===== src/rtl/mem_pkg.sv =====
// mem_pkg: command encodings, arbiter state codes and address split shared with mem_ctrl
package mem_pkg;
   typedef enum logic [2:0] {
      CMD_NOP     = 3'b000,
      CMD_ACT     = 3'b001,
      CMD_READ    = 3'b010,
      CMD_WRITE   = 3'b011,
      CMD_PRE     = 3'b100,
      CMD_REFRESH = 3'b101
   } cmd_t;
   typedef logic [2:0] arb_state_t;
   localparam arb_state_t ST_IDLE = 3'd0;
   localparam arb_state_t ST_WAIT = 3'd1;
   localparam arb_state_t ST_CAPT = 3'd2;
   localparam arb_state_t ST_RESP = 3'd3;
   localparam arb_state_t ST_GAP  = 3'd4;
   localparam int ROW_MSB = 15;
   localparam int ROW_LSB = 12;
   localparam int COL_MSB = 11;
   localparam int COL_LSB = 0;
endpackage


===== src/rtl/rr_arb2.sv =====
// rr_arb2: combinational two-way round-robin grant, one-hot output
module rr_arb2 (
   input  logic [1:0] req,
   input  logic       last_grant,
   output logic [1:0] gnt
);
   always_comb gnt = (req == 2'b11) ? (last_grant ? 2'b01 : 2'b10) : req;
endmodule


===== src/rtl/mem_req_arbiter.sv =====
// mem_req_arbiter: two-port round-robin front end serialising requests onto mem_ctrl
module mem_req_arbiter
   import mem_pkg::*;
#(
   parameter int TIMEOUT_CYC = 64,
   parameter int GAP_CYC     = 2
) (
   input  logic             clk,
   input  logic             rst,
   input  logic [1:0]       req_vld,
   output logic [1:0]       req_ready,
   input  logic [1:0]       req_rdnwr,
   input  logic [1:0][15:0] req_addr,
   input  logic [1:0][31:0] req_wdata,
   output logic [1:0]       rsp_vld,
   output logic [31:0]      rsp_rdata,
   output logic             rsp_err,
   output logic             busy,
   output logic             mc_cmd_n,
   output logic             mc_rdnwr,
   output logic [15:0]      mc_addr,
   output logic [31:0]      mc_wdata,
   output logic             mc_wdata_vld,
   input  logic [2:0]       mc_command,
   input  logic [31:0]      mc_rdata
);
   arb_state_t state;
   logic       last_grant;
   logic       port;
   logic [7:0] tcnt;
   logic [3:0] gcnt;
   logic [1:0] gnt;
   logic       accept;
   logic       done;
   logic       tmo;
   rr_arb2 u_arb (
      .req        (req_vld),
      .last_grant (last_grant),
      .gnt        (gnt)
   );
   always_comb begin
      req_ready = (state == ST_IDLE) ? gnt : 2'b00;
      accept    = |(req_vld & req_ready);
      // only the command matching the request direction completes it
      done      = (state == ST_WAIT) && (mc_command == (mc_rdnwr ? CMD_READ : CMD_WRITE));
      tmo       = (state == ST_WAIT) && (tcnt == 8'(TIMEOUT_CYC - 1));
      rsp_vld   = (state == ST_RESP) ? (port ? 2'b10 : 2'b01) : 2'b00;
      busy      = state != ST_IDLE;
   end
   always_ff @(posedge clk) begin
      if (rst) begin
         state        <= ST_IDLE;
         last_grant   <= 1'b1;
         port         <= 1'b0;
         tcnt         <= '0;
         gcnt         <= '0;
         rsp_rdata    <= '0;
         rsp_err      <= 1'b0;
         mc_cmd_n     <= 1'b1;
         mc_rdnwr     <= 1'b1;
         mc_addr      <= '0;
         mc_wdata     <= '0;
         mc_wdata_vld <= 1'b0;
      end else begin
         case (state)
            ST_IDLE: if (accept) begin
               port         <= gnt[1];
               last_grant   <= gnt[1];
               mc_addr      <= req_addr[gnt[1]];
               mc_rdnwr     <= req_rdnwr[gnt[1]];
               mc_wdata     <= req_wdata[gnt[1]];
               mc_wdata_vld <= ~req_rdnwr[gnt[1]];
               mc_cmd_n     <= 1'b0;
               tcnt         <= '0;
               state        <= ST_WAIT;
            end
            ST_WAIT: if (done || tmo) begin
               mc_cmd_n     <= 1'b1;
               mc_wdata_vld <= 1'b0;
               rsp_err      <= ~done;
               rsp_rdata    <= '0;
               state        <= (done && mc_rdnwr) ? ST_CAPT : ST_RESP;
            end else begin
               tcnt <= (tcnt == 8'hFF) ? tcnt : tcnt + 8'd1;
            end
            ST_CAPT: begin
               rsp_rdata <= mc_rdata;
               state     <= ST_RESP;
            end
            ST_RESP: begin
               gcnt  <= '0;
               state <= ST_GAP;
            end
            ST_GAP: begin
               gcnt  <= gcnt + 4'd1;
               state <= (gcnt == 4'(GAP_CYC - 1)) ? ST_IDLE : ST_GAP;
            end
            default: state <= ST_IDLE;
         endcase
      end
   end
endmodule


===== config.mk =====
export PLATFORM = sky130hd
export DESIGN_NAME = mem_req_arbiter
export DESIGN_NICKNAME = d
export VERILOG_FILES = /design/src/rtl/mem_pkg.sv /design/src/rtl/rr_arb2.sv /design/src/rtl/mem_req_arbiter.sv
export SDC_FILE = /design/constraint.sdc
export NUM_CORES = 1
export LEC_CHECK = 0
export CORE_ASPECT_RATIO = 0.8
export CORE_UTILIZATION = 35
export CTS_CLUSTER_SIZE = 20
export DETAILED_ROUTE_END_ITERATION = 10
export GPL_TIMING_DRIVEN = 0
export PLACE_DENSITY = 0.86
export SETUP_SLACK_MARGIN = 0.4
export SYNTH_ARGS = -nofsm -noshare
export SYNTH_HDL_FRONTEND = slang
export SYNTH_HIERARCHICAL = 1
export SYNTH_SLANG_ARGS = --single-unit

===== constraint.sdc =====
create_clock -name clk -period 1.9 [get_ports clk]
set_input_delay 0.38 -clock clk [delete_from_list [all_inputs] [get_ports clk]]
set_output_delay 0.38 -clock clk [all_outputs]
set_load 0.02 [all_outputs]

==> flow_summary.json <==
{
  "period_minus_slack_ns": 1.83,
  "cts_made_buffers": 9,
  "seq_area_frac_synth_pct": 48.2,
  "worst_pin_slew_ns": 0.878,
  "maxSlewHeadroom_pct": 41.5,
  "via_count": 4490,
  "routed_via_density": 5.22,
  "tns_ns": 0,
  "drt-initial-drc-count": 172,
  "p_per_area_nw_per_um2": 737,
  "crit_required_ns": 2.15,
  "syn2layout_area_growth_pct": 98.0,
  "grt_pass1_wl_um": 23400,
  "synth-seq-cells": 101,
  "num_rows": 35,
  "grt.overflow.total": 0,
  "routabilityCongestion": 0.790,
  "layout-drive-gt1-share_pct": 30.6,
  "hold_class": "reg -> reg",
  "netlist_instances": 430,
  "core_um2": 11600,
  "clock_sinks": 101,
  "fin_nets": 847,
  "whs_ns": 0.475,
  "n_antenna_cell": 0,
  "syn_area_um2": 4190,
  "wl_per_cell_um": 17.6,
  "drtPass1Iterations": 4,
  "final_common_cell": "clkdlybuf4s50_1",
  "synth_fp_nets": 570,
  "detailed_place_hpwl_um": 10400,
  "grt_use_total_pct": 23.5,
  "endpoint_kind": "flop",
  "final_cell_mix": "clkdlybuf4s50_1 (133), dfxtp_1 (93), dlygate4sd2_1 (77)",
  "clk_pin_slew_worst_paths_ns": 0.07,
  "ir_worst_vdd_mv": 0.506,
  "postCtsHoldBufs": 0,
  "clock_skew_ns": 0.00601,
  "start_kind": "flop",
  "power_leakage_nw": 3.43,
  "worstPathArrival_ns": 2.08,
  "timing.fmax_mhz": 545,
  "cts_tree": "built",
  "status": "finished clean",
  "grt_max_degree": 19,
  "crit_path_max_fanout": 8,
  "synth_cell_types": 43,
  "fin_crit_sh_pct": 96.5,
  "drv_slew": 0,
  "worst_skew_pair.late_latency_ns": 0.33,
  "clk_path_buf_depth": 2,
  "drc": 0,
  "critical-path-slowest-cell": "dfxtp_2",
  "cp_cell_sequence": "a21boi_2, clkbuf_8, a22o_1, and2_4, buf_8, buf_6, a31oi_4, o21ai_1, a21oi_1",
  "hold_viol": 0,
  "cp_slowest_stage_delay_ns": 0.36,
  "die_w_um": 124,
  "ios": 226,
  "cts_root_buf": "clkbuf_16",
  "htreeDepth": 3,
  "final-setup-viol-count": 0,
  "die_area_um2": 12400,
  "antenna_found_initial": 0,
  "die_height_um": 99.9,
  "rsz0062_at_grt": "true",
  "drv_cap": 0,
  "yosys_warnings": 6,
  "io_buffers": 224,
  "grt_pass1_vias": 4670,
  "crit_type": "reg -> reg",
  "ant_nets": 0,
  "avgSynthCellArea_um2": 9.75,
  "routed_wl_um": 15200,
  "start_util_pct": 36.1
}
[per-stage QoR]
step	utilization (%)	setup WS [ns]	std cells	instance area, um^2	power (W)
final	71.5	0.0662	860	8300	0.00612
after global routing	71.5	0.0169	860	8300	0.00638
after CTS	69.1	0.0875	851	8020	0.00604
after detailed placement	60.4	-0.949	802	7010	0.00398
after global placement	60.4	-0.931	802	7010	0.00393
after floorplan	-	0.128	430	4590	0.00324
[sequential cells by signal (all words and copies together), names as in the netlist, 3 cells and up]
name	cells
mc_wdata	32
tcnt	8
gcnt	4
state	3
rsp_rdata	32
mc_addr	16
[cells in the mapped netlist, drive strengths merged]
| cell type | number | share of area, % |
|---|---|---|
| or4 | 3 | 0.63 |
| ha | 3 | 0.90 |
| dfxtp | 101 | 48 |
| or3 | 4 | 0.60 |
| mux2i | 50 | 12 |
| clkbuf | 14 | 1.3 |
| and3b | 1 | 0.21 |
| nor2 | 64 | 5.8 |
| o221ai | 1 | 0.21 |
| inv | 3 | 0.27 |
| xor2 | 2 | 0.42 |
| nor2b | 1 | 0.15 |
| and2 | 4 | 0.60 |
| nand4b | 1 | 0.21 |
| nand2b | 3 | 0.45 |
| o21a | 1 | 0.18 |
| a211oi | 49 | 8.8 |
| or2 | 1 | 0.15 |
| a21boi | 2 | 0.36 |
| o41ai | 1 | 0.21 |
| a21oi | 14 | 1.8 |
| a211o | 1 | 0.21 |
| a21o | 1 | 0.18 |
| a31oi | 6 | 1.0 |
| nor3 | 8 | 1.1 |
| nand2 | 14 | 1.3 |
| o21ai | 7 | 0.84 |
| nand3b | 2 | 0.36 |
| buf | 20 | 2.8 |
| a22o | 33 | 6.9 |
| nand4 | 2 | 0.30 |
| nand3 | 11 | 1.4 |
| and3 | 2 | 0.30 |
[power by group]
group	internal, W	switching (W)	leakage, nW	total (W)
combinational	0.00106	0.000918	2.47	0.00198
clock	0.000907	0.000845	0.130	0.00175
sequential	0.00226	0.000122	0.829	0.00239
[routing by layer]
layer / up-vias / global-route usage [%] / routed length, um
met5: - / 0 / 0
met4: 0 / 5.56 / 172
met3: 18 / 6.61 / 1000
met2: 169 / 44.6 / 8060
met1: 2169 / 25.9 / 5930
li1: 2134 / - / -
[worst paths after layout]
path	startpoint	endpoint	slack, ns	cells past startpoint
worst min-delay path	mc_cmd_n	mc_cmd_n	0.47	1
worst max register to register	last_grant	tcnt[4]	0.07	9
worst max-delay path	last_grant	tcnt[4]	0.07	9
worst min register to register	mc_cmd_n	mc_cmd_n	0.47	1
[kinds of logic (layout without fill, tap and decap cells)]
| group | count (synthesis) | count (layout) | synth area share, % |
|---|---|---|---|
| AO/OA/AOI/OAI | 116 | 116 | 20.7 |
| multiplexers | 50 | 50 | 11.9 |
| XOR/XNOR | 2 | 2 | 0.418 |
| flip-flops | 101 | 101 | 48.2 |
| buffers and inverters | 37 | 319 | 4.36 |
| adder cells (fa/ha/maj) | 3 | 3 | 0.896 |
| AND/OR/NAND/NOR | 121 | 121 | 13.5 |
[final cells by class]
| cell class | instances | area (um^2) |
|---|---|---|
| clock buffers | 9 | 225 |
| inverters | 3 | 11.3 |
| plain buffers | 34 | 385 |
| fillers | 808 | 3300 |
| clock inverters | 7 | 60.1 |
| flip-flops and latches | 101 | 2040 |
| repair buffers | 266 | 2720 |
| well taps | 148 | 185 |
| multi-input cells | 292 | 2670 |
[worst max-delay path: cells and delay by family (launching register included)]
kind | cells | cell delay [ns]
AOI/OAI and AO/OA | 5 | 0.83
and+or+nand+nor | 1 | 0.18
DFF | 1 | 0.36
buffers and inverters | 3 | 0.38
[what timing repair did]
| item | 4_1_cts | 5_1_grt |
|---|---|---|
| buffers inserted | 23 | 8 |
| resized for setup | 234 | 61 |
| cloned | 10 | 1 |
| setup endpoints to repair | 184 | 109 |
| pin swaps | 36 | 18 |
Note: power is estimated with default switching activity, not from simulation.
